File: config.mk
export PLATFORM = sky130hd
export DESIGN_NAME = dram_arb_flat
export DESIGN_NICKNAME = d
export VERILOG_FILES = /design/src/rtl/dram_arb_if.sv /design/src/rtl/dram_arb.sv /design/src/flat_wrapper.sv
export SDC_FILE = /design/constraint.sdc
export NUM_CORES = 1
export LEC_CHECK = 0
export ABC_AREA = 1
export CAP_MARGIN = 20
export CORE_MARGIN = 2
export CORE_UTILIZATION = 30
export CTS_CLUSTER_SIZE = 28
export DETAILED_ROUTE_END_ITERATION = 8
export PLACE_DENSITY = 0.72
export SLEW_MARGIN = 10
export SYNTH_ARGS = -nofsm -noshare
export SYNTH_HDL_FRONTEND = slang
export SYNTH_SLANG_ARGS = --single-unit
export TNS_END_PERCENT = 100
File: constraint.sdc
create_clock -name clk_i -period 2.1 [get_ports clk_i]
set_input_delay 0.315 -clock clk_i [delete_from_list [all_inputs] [get_ports clk_i]]
set_output_delay 0.315 -clock clk_i [all_outputs]
set_load 0.02 [all_outputs]
File: src/rtl/dram_arb_if.sv
// Bundle of request/response/RAM signals between the two requesters, the arbiter and the single-port RAM.
// The arbiter takes the slave modport; requesters and the RAM model take the master modport.
interface dram_arb_if #(
    parameter int XLEN = 32
);
    logic            cpu_req_i;
    logic            cpu_wr_i;
    logic [XLEN-1:0] cpu_addr_i;
    logic [XLEN-1:0] cpu_wr_data_i;
    logic [3:0]      cpu_byte_en_i;
    logic            cpu_gnt_o;
    logic            cpu_rd_vld_o;
    logic [XLEN-1:0] cpu_rd_data_o;

    logic            host_req_i;
    logic            host_wr_i;
    logic [XLEN-1:0] host_addr_i;
    logic [XLEN-1:0] host_wr_data_i;
    logic            host_gnt_o;
    logic            host_rd_vld_o;
    logic [XLEN-1:0] host_rd_data_o;

    logic            ram_en_o;
    logic            ram_wr_en_o;
    logic [3:0]      ram_byte_en_o;
    logic [XLEN-1:0] ram_addr_o;
    logic [XLEN-1:0] ram_wr_data_o;
    logic [XLEN-1:0] ram_rd_data_i;

    modport slave (
        input  cpu_req_i, cpu_wr_i, cpu_addr_i, cpu_wr_data_i, cpu_byte_en_i,
        output cpu_gnt_o, cpu_rd_vld_o, cpu_rd_data_o,
        input  host_req_i, host_wr_i, host_addr_i, host_wr_data_i,
        output host_gnt_o, host_rd_vld_o, host_rd_data_o,
        output ram_en_o, ram_wr_en_o, ram_byte_en_o, ram_addr_o, ram_wr_data_o,
        input  ram_rd_data_i
    );

    modport master (
        output cpu_req_i, cpu_wr_i, cpu_addr_i, cpu_wr_data_i, cpu_byte_en_i,
        input  cpu_gnt_o, cpu_rd_vld_o, cpu_rd_data_o,
        output host_req_i, host_wr_i, host_addr_i, host_wr_data_i,
        input  host_gnt_o, host_rd_vld_o, host_rd_data_o,
        input  ram_en_o, ram_wr_en_o, ram_byte_en_o, ram_addr_o, ram_wr_data_o,
        output ram_rd_data_i
    );
endinterface

File: src/rtl/dram_arb.sv
// Two-requester (CPU / SPI host) arbiter in front of a single-port RAM, one access per cycle.
// Define RAM_ARB_FAIR_EN to compile in host starvation protection (forced host grant after STARVE_MAX waits).
module dram_arb #(
    parameter int XLEN       = 32,
    parameter int STARVE_MAX = 8
) (
    input logic       clk_i,
    input logic       rst_n_i,
    dram_arb_if.slave bus
);

    typedef enum logic [1:0] {
        IDLE,
        CPU_RD,
        HOST_RD
    } owner_t;

    owner_t          owner_s1;
    owner_t          owner_s2;
    logic            cpu_gnt;
    logic            host_gnt;
    logic            force_host;
    logic            ram_en_q;
    logic            ram_wr_en_q;
    logic [3:0]      ram_byte_en_q;
    logic [XLEN-1:0] ram_addr_q;
    logic [XLEN-1:0] ram_wr_data_q;

    // Grants are gated by reset so every output reads 0 while rst_n_i is low.
    assign cpu_gnt  = rst_n_i && bus.cpu_req_i && !force_host;
    assign host_gnt = rst_n_i && bus.host_req_i && !cpu_gnt;

`ifdef RAM_ARB_FAIR_EN
    localparam int CW = $clog2(STARVE_MAX + 1);
    localparam logic [CW-1:0] STARVE_LIM = CW'(STARVE_MAX);

    logic [CW-1:0] starve_cnt;

    assign force_host = bus.host_req_i && (starve_cnt == STARVE_LIM);

    always_ff @(posedge clk_i or negedge rst_n_i) begin
        if (!rst_n_i) begin
            starve_cnt <= '0;
        end else if (!bus.host_req_i || host_gnt) begin
            starve_cnt <= '0;
        end else if (starve_cnt != STARVE_LIM) begin
            starve_cnt <= starve_cnt + 1'b1;
        end
    end
`else
    assign force_host = 1'b0;
`endif

    // Stage 1 tracks the command on the RAM pins, stage 2 the cycle its read data is valid.
    always_ff @(posedge clk_i or negedge rst_n_i) begin
        if (!rst_n_i) begin
            owner_s1      <= IDLE;
            owner_s2      <= IDLE;
            ram_en_q      <= 1'b0;
            ram_wr_en_q   <= 1'b0;
            ram_byte_en_q <= '0;
            ram_addr_q    <= '0;
            ram_wr_data_q <= '0;
        end else begin
            owner_s2 <= owner_s1;
            if (cpu_gnt) begin
                owner_s1      <= bus.cpu_wr_i ? IDLE : CPU_RD;
                ram_en_q      <= 1'b1;
                ram_wr_en_q   <= bus.cpu_wr_i;
                ram_byte_en_q <= bus.cpu_byte_en_i;
                ram_addr_q    <= bus.cpu_addr_i;
                ram_wr_data_q <= bus.cpu_wr_data_i;
            end else if (host_gnt) begin
                owner_s1      <= bus.host_wr_i ? IDLE : HOST_RD;
                ram_en_q      <= 1'b1;
                ram_wr_en_q   <= bus.host_wr_i;
                ram_byte_en_q <= 4'hF;
                ram_addr_q    <= bus.host_addr_i;
                ram_wr_data_q <= bus.host_wr_data_i;
            end else begin
                owner_s1    <= IDLE;
                ram_en_q    <= 1'b0;
                ram_wr_en_q <= 1'b0;
            end
        end
    end

    assign bus.cpu_gnt_o      = cpu_gnt;
    assign bus.host_gnt_o     = host_gnt;
    assign bus.cpu_rd_vld_o   = (owner_s2 == CPU_RD);
    assign bus.host_rd_vld_o  = (owner_s2 == HOST_RD);
    assign bus.cpu_rd_data_o  = (owner_s2 == CPU_RD)  ? bus.ram_rd_data_i : '0;
    assign bus.host_rd_data_o = (owner_s2 == HOST_RD) ? bus.ram_rd_data_i : '0;

    assign bus.ram_en_o      = ram_en_q;
    assign bus.ram_wr_en_o   = ram_wr_en_q;
    assign bus.ram_byte_en_o = ram_byte_en_q;
    assign bus.ram_addr_o    = ram_addr_q;
    assign bus.ram_wr_data_o = ram_wr_data_q;

endmodule

File: src/flat_wrapper.sv
// flat-port wrapper written by rule: the top's interface ports become plain ports
module dram_arb_flat 
#(
    parameter int XLEN       = 32,
    parameter int STARVE_MAX = 8
)
  (clk_i, rst_n_i, bus_cpu_req_i, bus_cpu_wr_i, bus_cpu_addr_i, bus_cpu_wr_data_i, bus_cpu_byte_en_i, bus_cpu_gnt_o, bus_cpu_rd_vld_o, bus_cpu_rd_data_o, bus_host_req_i, bus_host_wr_i, bus_host_addr_i, bus_host_wr_data_i, bus_host_gnt_o, bus_host_rd_vld_o, bus_host_rd_data_o, bus_ram_en_o, bus_ram_wr_en_o, bus_ram_byte_en_o, bus_ram_addr_o, bus_ram_wr_data_o, bus_ram_rd_data_i);
  dram_arb_if #(.XLEN(XLEN)) bus_i ();
  input logic clk_i;
  input logic rst_n_i;
  input wire logic [$bits(bus_i.cpu_req_i)-1:0] bus_cpu_req_i;
  input wire logic [$bits(bus_i.cpu_wr_i)-1:0] bus_cpu_wr_i;
  input wire logic [$bits(bus_i.cpu_addr_i)-1:0] bus_cpu_addr_i;
  input wire logic [$bits(bus_i.cpu_wr_data_i)-1:0] bus_cpu_wr_data_i;
  input wire logic [$bits(bus_i.cpu_byte_en_i)-1:0] bus_cpu_byte_en_i;
  output wire logic [$bits(bus_i.cpu_gnt_o)-1:0] bus_cpu_gnt_o;
  output wire logic [$bits(bus_i.cpu_rd_vld_o)-1:0] bus_cpu_rd_vld_o;
  output wire logic [$bits(bus_i.cpu_rd_data_o)-1:0] bus_cpu_rd_data_o;
  input wire logic [$bits(bus_i.host_req_i)-1:0] bus_host_req_i;
  input wire logic [$bits(bus_i.host_wr_i)-1:0] bus_host_wr_i;
  input wire logic [$bits(bus_i.host_addr_i)-1:0] bus_host_addr_i;
  input wire logic [$bits(bus_i.host_wr_data_i)-1:0] bus_host_wr_data_i;
  output wire logic [$bits(bus_i.host_gnt_o)-1:0] bus_host_gnt_o;
  output wire logic [$bits(bus_i.host_rd_vld_o)-1:0] bus_host_rd_vld_o;
  output wire logic [$bits(bus_i.host_rd_data_o)-1:0] bus_host_rd_data_o;
  output wire logic [$bits(bus_i.ram_en_o)-1:0] bus_ram_en_o;
  output wire logic [$bits(bus_i.ram_wr_en_o)-1:0] bus_ram_wr_en_o;
  output wire logic [$bits(bus_i.ram_byte_en_o)-1:0] bus_ram_byte_en_o;
  output wire logic [$bits(bus_i.ram_addr_o)-1:0] bus_ram_addr_o;
  output wire logic [$bits(bus_i.ram_wr_data_o)-1:0] bus_ram_wr_data_o;
  input wire logic [$bits(bus_i.ram_rd_data_i)-1:0] bus_ram_rd_data_i;
  assign bus_i.cpu_req_i = bus_cpu_req_i;
  assign bus_i.cpu_wr_i = bus_cpu_wr_i;
  assign bus_i.cpu_addr_i = bus_cpu_addr_i;
  assign bus_i.cpu_wr_data_i = bus_cpu_wr_data_i;
  assign bus_i.cpu_byte_en_i = bus_cpu_byte_en_i;
  assign bus_cpu_gnt_o = bus_i.cpu_gnt_o;
  assign bus_cpu_rd_vld_o = bus_i.cpu_rd_vld_o;
  assign bus_cpu_rd_data_o = bus_i.cpu_rd_data_o;
  assign bus_i.host_req_i = bus_host_req_i;
  assign bus_i.host_wr_i = bus_host_wr_i;
  assign bus_i.host_addr_i = bus_host_addr_i;
  assign bus_i.host_wr_data_i = bus_host_wr_data_i;
  assign bus_host_gnt_o = bus_i.host_gnt_o;
  assign bus_host_rd_vld_o = bus_i.host_rd_vld_o;
  assign bus_host_rd_data_o = bus_i.host_rd_data_o;
  assign bus_ram_en_o = bus_i.ram_en_o;
  assign bus_ram_wr_en_o = bus_i.ram_wr_en_o;
  assign bus_ram_byte_en_o = bus_i.ram_byte_en_o;
  assign bus_ram_addr_o = bus_i.ram_addr_o;
  assign bus_ram_wr_data_o = bus_i.ram_wr_data_o;
  assign bus_i.ram_rd_data_i = bus_ram_rd_data_i;
  dram_arb #(.XLEN(XLEN), .STARVE_MAX(STARVE_MAX)) u_core (.clk_i(clk_i), .rst_n_i(rst_n_i), .bus(bus_i));
endmodule
# Word level (Yosys, flattened, before mapping)
# Cells that the tools add are included.
[word_totals]
ff_bits = 74
inputBits = 170
out_inout_bits = 138
wordCells = 30
[classes]
n_eq_ne = 2
mux = 16
reduce_logical = 5
[ops]
columns = ["operator", "count"]
rows = [
  ["2-to-1 mux 32 bit", 6],
  ["2-to-1 mux 4 bit", 2],
  ["2-to-1 mux 2 bit", 3],
  ["2-to-1 mux 1 bit", 5],
  ["logical AND 1 bit", 3],
  ["equality test 2 x 1 -> 1 bit, second input constant", 1],
  ["equality test 2 bit, second input constant", 1],
  ["nonzero test 2 bit", 1],
  ["logical NOT 1 bit", 1],
]

# Logic depth before layout (Yosys ltp)
# Gate-level depths: netlist of the first run.
[depth]
ltp_word = 5
ltp_mapped = 6
ltp_nobuf = 5

# Worst setup path before layout of the first run
# OpenSTA, ideal clock, no wires.
[synth_timing]
path_type = "flip-flop to output port"
startpoint = "register u_core.owner_s2[0]"
endpoint = "output port bus_host_rd_data_o[10]"
t_arrival_ns = 1.362
t_required_ns = 1.785
path_slack_ns = 0.423
path_stages_with_launch = 5
path_buffers = 1
path_cell_list = "dfrtp_1 nor2_1 inv_1 clkbuf_1 nor2_1"
[synth_via]
elab_chain_cells = 2
[synth_lines]
columns = ["element", "line_no", "source"]
rows = [
  ["start, declared", "dram_arb.sv:19", "owner_t owner_s2;"],
  ["start signal, assigned", "dram_arb.sv:65", "owner_s2 <= owner_s1;"],
  ["equality test 2 bit", "n/a", ""],
  ["via bus_host_rd_vld_o", "flat_wrapper.sv:24", "output wire logic [$bits(bus_i.host_rd_vld_o)-1:0] bus_host_rd_vld_o;"],
  ["2-to-1 mux 32 bit", "dram_arb.sv:93", "assign bus.host_rd_data_o = (owner_s2 == HOST_RD) ? bus.ram_rd_data_i : '0;"],
  ["end, declared", "flat_wrapper.sv:25", "output wire logic [$bits(bus_i.host_rd_data_o)-1:0] bus_host_rd_data_o;"],
]
# The timed path passes the listed nets, and every way through them passes these cells.

# Final worst setup path of the first run
[layout_timing]
startpoint = "register u_core.owner_s2[1]"
endpoint = "output port bus_cpu_rd_data_o[6]"
[layout_via]
elab_chain_cells = 2
[layout_lines]
columns = ["element", "line_no", "source"]
rows = [
  ["equality test 2 x 1 -> 1 bit", "dram_arb.sv:92", "assign bus.cpu_rd_data_o = (owner_s2 == CPU_RD) ? bus.ram_rd_data_i : '0;"],
  ["2-to-1 mux 32 bit", "dram_arb.sv:92", ""],
  ["end, declared", "flat_wrapper.sv:18", "output wire logic [$bits(bus_i.cpu_rd_data_o)-1:0] bus_cpu_rd_data_o;"],
]
# Every way passes these cells.

==> flow_summary.toml, run 1 <==
[outcome]
status = "complete, no violations"

[grt]
grt.overflow.total = 0
grt.total_usage_pct = 21.3
grt_pass1_vias = 4645
grt_pass1_wl_um = 24300
antenna_found_initial = 2
grt_max_degree = 113

[timing]
grt_setup_unrepaired = "no"
tns_ns = 0
max_freq_ghz = 0.491
setup_slack_ns = 0.0627
skew_ns = 0.00687
maxSlewViolCount = 0
worst_slew_pin_slew_ns = 0.706
period_share_pct = 97.0
hold_viol = 0
fin_crit_ns = 2.04
finalSetupViolCount = 0
relSlewSlack_pct = 52.9

[logic_synthesis]
synth-warning-count = 0
synth_area_leader_cell = "dfrtp_1"
syn_area_per_cell_um2 = 6.58
synth_area_leaders = "dfrtp_1 (45%), nand2_1 (24%), nand3_1 (15%)"
synth-seq-area-share_pct = 44.7
synth_cell_type_count = 11
synthesis.area_um2 = 4140
synth_fp_nets = 799
ys.flop_type = "dfrtp_1"
synth_common_cells = "nand2_1 (261), nand3_1 (128), nor2_1 (79)"
synth_top_cell_area_share_pct = 44.7
synthCells = 629
ys_seq_elements = 74
synth_edf_count = 0
async_reset_ff_share_pct = 100
yosysMostFrequentCell = "nand2_1"

[placed_design]
port_buffers = 307
dp_slack_ns = 0.0796
place_area_um2 = 7370
gp_congestion = 0.800
hpwl_um = 12000
dp_cells = 1077

[power_and_ir_drop]
irDropWorstVdd_mv = 0.423
power_w = 0.00483
power_density_nw_per_um2 = 629
power_leakage_nw = 4.30

[setup_path]
path_cells = "inv_1, nand2_1, buf_12, nor2_1, clkdlybuf4s50_1"
cpPeakStageDelay_ns = 0.61
crit_slowest_cell = "clkdlybuf4s50_1"
crit_fanout = 33
critPathKind = "reg -> out"
cp-start-kind = "flop"
required_ns = 1.78
critPathLaunch = "u_core.owner_s2[1]$_DFF_PN0_"
arrival_ns = 1.72
worstReg2RegStart = "u_core.bus.ram_addr_o[1]$_DFFE_PN0P_"
endpoint_kind = "output pin"

[cts]
clockBufferDepth = 2
clk_pin_slew_worst_paths_ns = 0.06
post_cts_buffers = 0
ctsHoldBuffers = 0
h-tree-depth = 3
tritoncts = "done"
cts.sinks = 74
clk_latency_ns = 0.33
cts_buffers = 9
cts_root_buf = "clkbuf_16"

[floorplanning]
initial_utilization_pct = 31.0
die_h_um = 121
rows = 42
fp.dieW_um = 121
die_area_um2 = 14800
pin_count = 308
core_area_um2 = 13300

[min_path]
hp-class = "in -> async"

[detailed_routing]
postRouteAntennaNets = 0
dr.pass1.iters = 4
routedWlPerCell_um = 14.8
wl_um = 16200
vias_per_cell = 4.55
drc_errors = 0
drtIter0Drc = 238
num_vias = 4980

[layout]
final_area_um2 = 7680
final_layout_size_suffix_gt1_share_pct = 3.49
nets = 1082
area_delta_synth_final_pct = 85.6
final_cells = 1094

[run]
drv_cap = 0
==> flip-flops by register name, summed over array words and instances (netlist names) <==
name and cells:
u_core.bus.ram_addr_o 32, u_core.bus.ram_byte_en_o 4, u_core.owner_s1 2, u_core.bus.ram_wr_en_o 1, u_core.owner_s2 2, u_core.bus.ram_wr_data_o 32, u_core.bus.ram_en_o 1
==> final timing paths <==
check | to | cells past startpoint | slack [ns]
worst max-delay path | bus_cpu_rd_data_o[6] | 5 | 0.06
worst min-delay path | u_core.bus.ram_addr_o[18]$_DFFE_PN0P_ | 2 | 0.03
worst max register to register | u_core.bus.ram_addr_o[1]$_DFFE_PN0P_ | 2 | 1.43
worst min register to register | u_core.owner_s2[0]$_DFF_PN0_ | 0 | 0.35
max in group asynchronous | u_core.bus.ram_wr_data_o[8]$_DFFE_PN0P_ | 2 | 1.42
min in group clk_i | u_core.owner_s2[0]$_DFF_PN0_ | 0 | 0.35
==> worst max-delay path: cells and delay by family, from the launching register on <==
kind,cells,cell delay [ns]
flops,1,0.35
buf+inv,3,0.84
simple gates,2,0.19
==> layout by cell type, fill, tap and decap left out <==
| master | Yosys | layout |
|---|---|---|
| nand2_1 | 261 | 260 |
| clkdlybuf4s50_1 | 0 | 251 |
| nand3_1 | 128 | 128 |
| nor2_1 | 79 | 79 |
| dfrtp_1 | 74 | 74 |
| inv_1 | 36 | 36 |
| dlygate4sd2_1 | 0 | 33 |
| dlymetal6s2s_1 | 0 | 21 |
| clkbuf_16 | 0 | 9 |
| buf_4 | 2 | 9 |
| buf_12 | 0 | 5 |
| diode_2 | 0 | 2 |
| nand2_2 | 2 | 2 |
| nand2_4 | 0 | 1 |
| nor3_1 | 1 | 1 |
| clkbuf_1 | 19 | 1 |
| clkinv_2 | 0 | 1 |
| bufinv_16 | 0 | 1 |
| clkbuf_8 | 0 | 1 |
| inv_6 | 0 | 1 |
| clkinvlp_4 | 0 | 1 |
| buf_2 | 26 | 1 |
==> cell families (layout without fill, tap and decap cells) <==
| family | after synthesis | count (layout) | synth area share (%) |
|---|---|---|---|
| AND/OR/NAND/NOR | 471 | 471 | 46.7 |
| buffers and inverters | 84 | 371 | 8.58 |
| flip-flops | 74 | 74 | 44.7 |
| other | 0 | 2 | 0 |
==> power breakdown <==
group,leakage (nW),internal [W],switching [W]
combinational,3.25,0.000794,0.000786
sequential,0.912,0.00161,0.000102
clock,0.142,0.000949,0.000594
total,4.30,0.00335,0.00148
==> metrics by stage <==
stage	hold slack (ns)	utilization (%)
global placement	0.334	55.2
global route	0.0559	57.6
floorplan	0.0194	-
detailed placement	0.339	55.2
CTS	0.0544	57.1
finish	0.0303	57.6
==> layout make-up <==
type | instances | area [µm²]
fillers | 1312 | 5660
repair buffers | 320 | 3240
multi-input cells | 471 | 1940
flip-flops and latches | 74 | 1850
clock buffers | 11 | 243
well taps | 176 | 220
inverters | 36 | 135
clock inverters | 4 | 51.3
diodes | 2 | 5.00
==> repair_timing <==
item | 4_1_cts | 5_1_grt
resized for setup | 33 | 21
cloned | 0 | 0
setup endpoints to repair | 33 | 21
pin swaps | 0 | 0
==> per-layer routing <==
| layer | global-route usage [%] | part of all wire (%) | up-vias |
|---|---|---|---|
| li1 | - | - | 2511 |
| met1 | 24.0 | 37 | 2226 |
| met3 | 6.95 | 9.5 | 24 |
| met4 | 9.12 | 3.4 | 0 |
| met2 | 36.7 | 50 | 219 |
| met5 | 0 | 0 | - |
(Power assumes the default switching activity.)
==> run 2, diff against run 1 <==
--- a/config.mk
+++ b/config.mk
@@ -9,6 +9,7 @@
 export CAP_MARGIN = 20
 export CORE_MARGIN = 2
 export CORE_UTILIZATION = 30
+export CTS_BUF_LIST = sky130_fd_sc_hd__clkbuf_2 sky130_fd_sc_hd__clkbuf_4 sky130_fd_sc_hd__clkbuf_8
 export CTS_CLUSTER_SIZE = 28
 export DETAILED_ROUTE_END_ITERATION = 8
 export PLACE_DENSITY = 0.72
==> flow_summary.toml, run 2 (synthesized netlist as in run 1, its figures left out) <==
[power_and_ir_drop]
power_leakage_nw = 4.39
irDropWorstVdd_mv = 0.342
power_density_nw_per_um2 = 584

[cts]
clk_latency_ns = 0.35
post_cts_buffers = 0
cts_root_buf = "clkbuf_8"
tritoncts = "done"
clk_pin_slew_worst_paths_ns = 0.08
h-tree-depth = 3
cts.sinks = 74
clockBufferDepth = 2
cts_buffers = 9

[floorplanning]
fp.dieW_um = 121
core_area_um2 = 13300
rows = 42
die_h_um = 121
pin_count = 308
die_area_um2 = 14800
initial_utilization_pct = 31.0

[detailed_routing]
vias_per_cell = 4.56
wl_um = 16300
num_vias = 4982
postRouteAntennaNets = 0
routedWlPerCell_um = 14.9
dr.pass1.iters = 4
drc_errors = 0
drtIter0Drc = 300

[run]
drv_cap = 0

[timing]
finalSetupViolCount = 0
skew_ns = 0.0114
tns_ns = 0
hold_viol = 1
setup_slack_ns = 0.0933
relSlewSlack_pct = 53.3
whs_ns = -0.00170
fin_crit_ns = 2.01
grt_setup_unrepaired = "no"
period_share_pct = 95.6
maxSlewViolCount = 0
worst_slew_pin_slew_ns = 0.701
max_freq_ghz = 0.498

[grt]
grt_pass1_vias = 4634
grt.overflow.total = 0
grt.total_usage_pct = 21.4
antenna_found_initial = 1
grt_max_degree = 113
grt_pass1_wl_um = 24400

[setup_path]
cpPeakStageDelay_ns = 0.62
rrSetupSlack_ns = 1.43
cp-start-kind = "input port"
crit_slowest_cell = "clkdlybuf4s50_1"
endpoint_kind = "output pin"
arrival_ns = 1.69
crit_top_cell = "clkdlybuf4s50_1"
crit_fanout = 2
required_ns = 1.78
path_cells = "clkdlybuf4s50_1, nand2_2, nor2_1, buf_4, clkdlybuf4s50_1"
critPathKind = "in -> out"

[layout]
fillers = 1332
final_layout_size_suffix_gt1_share_pct = 3.60
final_cell_mix = "nand2_1 (260), clkdlybuf4s50_1 (240), nand3_1 (128), nor2_1 (79), dfrtp_1 (74)"
area_delta_synth_final_pct = 83.4
final_common_cell = "nand2_1"
nets = 1082

[placed_design]
hpwl_um = 12000
port_buffers = 307
dp_slack_ns = 0.0796
gp_congestion = 0.800

[min_path]
hp-class = "in -> async"

[outcome]
status = "complete, but fails checks"
violations = "negative hold slack"
==> run 2: changes by cell type in the layout (fill, tap and decap cells not counted) <==
cell,delta
clkdlybuf4s50_1,-11
clkbuf_16,-9
clkbuf_8,+9
dlymetal6s2s_1,+6
dlygate4sd2_1,+5
clkbuf_1,-1
clkbuf_4,+1
diode_2,-1
==> run 2: what timing repair did <==
item	in CTS	in global routing
endpoints found under the setup margin	38	27
hold buffers	0	0
resized for setup	38	27
==> run 2: where the power goes <==
group | total (W) | leakage, nW | internal, W | switching, W
clock network | 0.00115 | 0.0992 | 0.000591 | 0.000554
registers | 0.00171 | 0.912 | 0.00161 | 0.000102
logic | 0.00158 | 3.38 | 0.000791 | 0.000787
==> run 2: path summary, 6_finish.rpt <==
path,depth (start not counted),startpoint,endpoint
max,5,bus_host_req_i,bus_host_gnt_o
min,2,rst_n_i,u_core.bus.ram_addr_o[22]$_DFFE_PN0P_
max reg2reg,2,u_core.bus.ram_addr_o[1]$_DFFE_PN0P_,u_core.bus.ram_addr_o[1]$_DFFE_PN0P_
min reg2reg,0,u_core.owner_s1[0]$_DFF_PN0_,u_core.owner_s2[0]$_DFF_PN0_
max in group asynchronous,2,rst_n_i,u_core.bus.ram_wr_data_o[12]$_DFFE_PN0P_
min in group clk_i,0,u_core.owner_s1[0]$_DFF_PN0_,u_core.owner_s2[0]$_DFF_PN0_
==> run 2: area by class of cell <==
| type | instances | area, µm² | share of cell area, % |
|---|---|---|---|
| timing repair buffer | 320 | 3250 | 42.7 |
| sequential | 74 | 1850 | 24.4 |
| tap | 176 | 220 | 2.90 |
| clock buffer | 11 | 145 | 1.91 |
| clock inverter | 4 | 51.3 | 0.676 |
| inverter | 36 | 135 | 1.78 |
| multi-input combinational | 471 | 1940 | 25.6 |
| antenna | 1 | 2.50 | 0.0330 |
==> run 2: through the flow <==
| stage | std cells | area [µm²] | total power (W) | util [%] |
|---|---|---|---|---|
| after CTS | 1092 | 7520 | 0.00449 | 56.4 |
| after floorplan | 629 | 4140 | 0.00241 | - |
| after global placement | 1077 | 7370 | 0.00333 | 55.2 |
| after global routing | 1093 | 7590 | 0.00468 | 56.9 |
| final | 1093 | 7590 | 0.00443 | 56.9 |
| after detailed placement | 1077 | 7370 | 0.00334 | 55.2 |
==> run 2: worst max-delay path: cells and delay by family <==
kind / cells / cell delay [ns]
buffers and inverters: 3 / 1.23
and+or+nand+nor: 2 / 0.14
==> run 2: per-layer routing <==
layer,vias to the layer above,GRT usage (%),share of wire (%)
met5,-,0,0
met4,0,8.55,2.8
met3,25,6.58,9.1
met2,214,37.4,50
met1,2235,24.2,38
li1,2508,-,-
==> run 3, diff against run 2 <==
--- a/config.mk
+++ b/config.mk
@@ -6,8 +6,9 @@
 export NUM_CORES = 1
 export LEC_CHECK = 0
 export ABC_AREA = 1
+export ABC_CLOCK_PERIOD_IN_PS = 2100
 export CAP_MARGIN = 20
-export CORE_MARGIN = 2
+export CORE_MARGIN = 1
 export CORE_UTILIZATION = 30
 export CTS_BUF_LIST = sky130_fd_sc_hd__clkbuf_2 sky130_fd_sc_hd__clkbuf_4 sky130_fd_sc_hd__clkbuf_8
 export CTS_CLUSTER_SIZE = 28
==> flow_summary.toml, run 3 (synthesized netlist as in run 1, its figures left out) <==
[min_path]
hp-class = "in -> async"

[floorplanning]
pin_count = 308
core_area_um2 = 13300
die_area_um2 = 14300
initial_utilization_pct = 31.0
fp.dieW_um = 119
rows = 42
die_h_um = 119

[layout]
final_cell_mix = "nand2_1 (260), clkdlybuf4s50_1 (240), nand3_1 (128), nor2_1 (79), dfrtp_1 (74)"
final_layout_size_suffix_gt1_share_pct = 3.60
fillers = 1355
final_common_cell = "nand2_1"
area_delta_synth_final_pct = 79.9
nets = 1083
num_antenna_cells = 0

[setup_path]
arrival_ns = 1.73
crit_slowest_cell = "clkdlybuf4s50_1"
critPathBufInv = 2
crit_top_cell = "clkdlybuf4s50_1"
cp-start-kind = "input port"
cpPeakStageDelay_ns = 0.65
path_cells = "clkdlybuf4s50_1, nand2_2, nor2_1, clkdlybuf4s50_1"
crit_family = "buffers and inverters"
crit_fanout = 2
endpoint_kind = "output pin"
critPathKind = "in -> out"
required_ns = 1.78

[cts]
cts_root_buf = "clkbuf_8"
post_cts_buffers = 0
h-tree-depth = 3
clk_pin_slew_worst_paths_ns = 0.08
cts_buffers = 9
clk_latency_ns = 0.35
ctsHoldBuffers = 0
clockBufferDepth = 2
tritoncts = "done"
cts.sinks = 74

[placed_design]
hpwl_um = 12000
port_buffers = 307
dp_slack_ns = 0.0458
gp_congestion = 0.825

[timing]
worst_slew_pin_slew_ns = 0.886
relSlewSlack_pct = 40.9
grt_setup_unrepaired = "no"
period_share_pct = 97.3
maxSlewViolCount = 0
fin_crit_ns = 2.04
finalSetupViolCount = 0
setup_slack_ns = 0.0574
hold_viol = 0
max_freq_ghz = 0.490
whs_ns = 0.132
tns_ns = 0
skew_ns = 0.000299

[outcome]
status = "complete, no violations"

[detailed_routing]
wl_met1_um = 6020
drtIter0Drc = 259
postRouteAntennaNets = 0
num_vias = 4999
drc_errors = 0
wl_um = 16100
vias_per_cell = 4.58
routedWlPerCell_um = 14.7
met2_length_um = 8390
wl_met3_um = 1280
top_layer = "met5"
dr.pass1.iters = 4

[power_and_ir_drop]
sw_frac_of_total_pct = 32.9
pwr-share-seq_pct = 39.3
p_sw_w = 0.00143
power_w = 0.00436
clock_power_share_pct = 24.7
combPwrFrac_pct = 36.0
power_leakage_nw = 4.03
irDropWorstVdd_mv = 0.312
internal-power_w = 0.00292
power_density_nw_per_um2 = 585

[grt]
antenna_found_initial = 1
grt_pass1_vias = 4740
grt.total_usage_pct = 22.4
grt.overflow.total = 0
grt_pass1_wl_um = 24800
grt_max_degree = 92

[run]
drv_cap = 0
run 3: cell count changes in the layout (fill, tap and decap cells not counted), sizes merged:
cell / previous run / this run
dlygate4sd2: 38 / 64
buf: 15 / 16
clkbuf: 11 / 9
dlymetal6s2s: 27 / 1
diode: 1 / 0
clkinv: 1 / 2
run 3: per-stage QoR:
step | utilization [%] | cell area [µm²] | cells
after CTS | 55.8 | 7440 | 1092
after global placement | 55.0 | 7340 | 1078
after floorplan | - | 4140 | 629
after detailed placement | 55.0 | 7340 | 1078
after global routing | 55.8 | 7450 | 1092
final | 55.8 | 7450 | 1092
run 3: power groups by stage:
stage          Combinational [W]  Sequential, W  Clock [W]
2_1_floorplan           0.000454        0.00196          0
3_3_place_gp             0.00159        0.00173          0
3_5_place_dp             0.00161        0.00173          0
4_1_cts                  0.00159        0.00171    0.00112
5_1_grt                  0.00169        0.00173    0.00117
6_report                 0.00157        0.00171    0.00108
run 3: per-layer routing:
metal	vias to the layer above	global-route usage, %
met5	-	0
met4	2	7.97
met3	27	6.99
met2	199	40.8
met1	2265	24.2
li1	2506	-
run 3: path summary, 6_finish.rpt:
path | from | endpoint | slack [ns] | depth (start not counted)
max | bus_host_req_i | bus_host_gnt_o | 0.06 | 4
min | rst_n_i | u_core.bus.ram_addr_o[21]$_DFFE_PN0P_ | 0.13 | 2
max reg2reg | u_core.bus.ram_wr_data_o[26]$_DFFE_PN0P_ | u_core.bus.ram_wr_data_o[26]$_DFFE_PN0P_ | 1.44 | 2
min reg2reg | u_core.owner_s1[1]$_DFF_PN0_ | u_core.owner_s2[1]$_DFF_PN0_ | 0.35 | 0
max in group asynchronous | rst_n_i | u_core.bus.ram_wr_data_o[8]$_DFFE_PN0P_ | 1.26 | 3
min in group clk_i | u_core.owner_s1[1]$_DFF_PN0_ | u_core.owner_s2[1]$_DFF_PN0_ | 0.35 | 0
run 3: what timing repair did:
action / CTS / global route
resized for setup: 64 / 2
pin swaps: 0 / 0
endpoints found under the setup margin: 64 / 1
run 3: area by class of cell:
| class | instances | area, µm² | area share (%) |
|---|---|---|---|
| timing repair buffer | 321 | 3120 | 41.9 |
| multi-input combinational | 471 | 1940 | 26.1 |
| sequential | 74 | 1850 | 24.9 |
| tap | 176 | 220 | 2.96 |
| inverter | 36 | 135 | 1.81 |
| clock buffer | 9 | 124 | 1.66 |
| clock inverter | 5 | 56.3 | 0.756 |
run 3: worst register-to-register path: cells and delay by family, from the launching register on:
kind	cells	cell delay (ns)
and+or+nand+nor	2	0.15
DFF	1	0.41
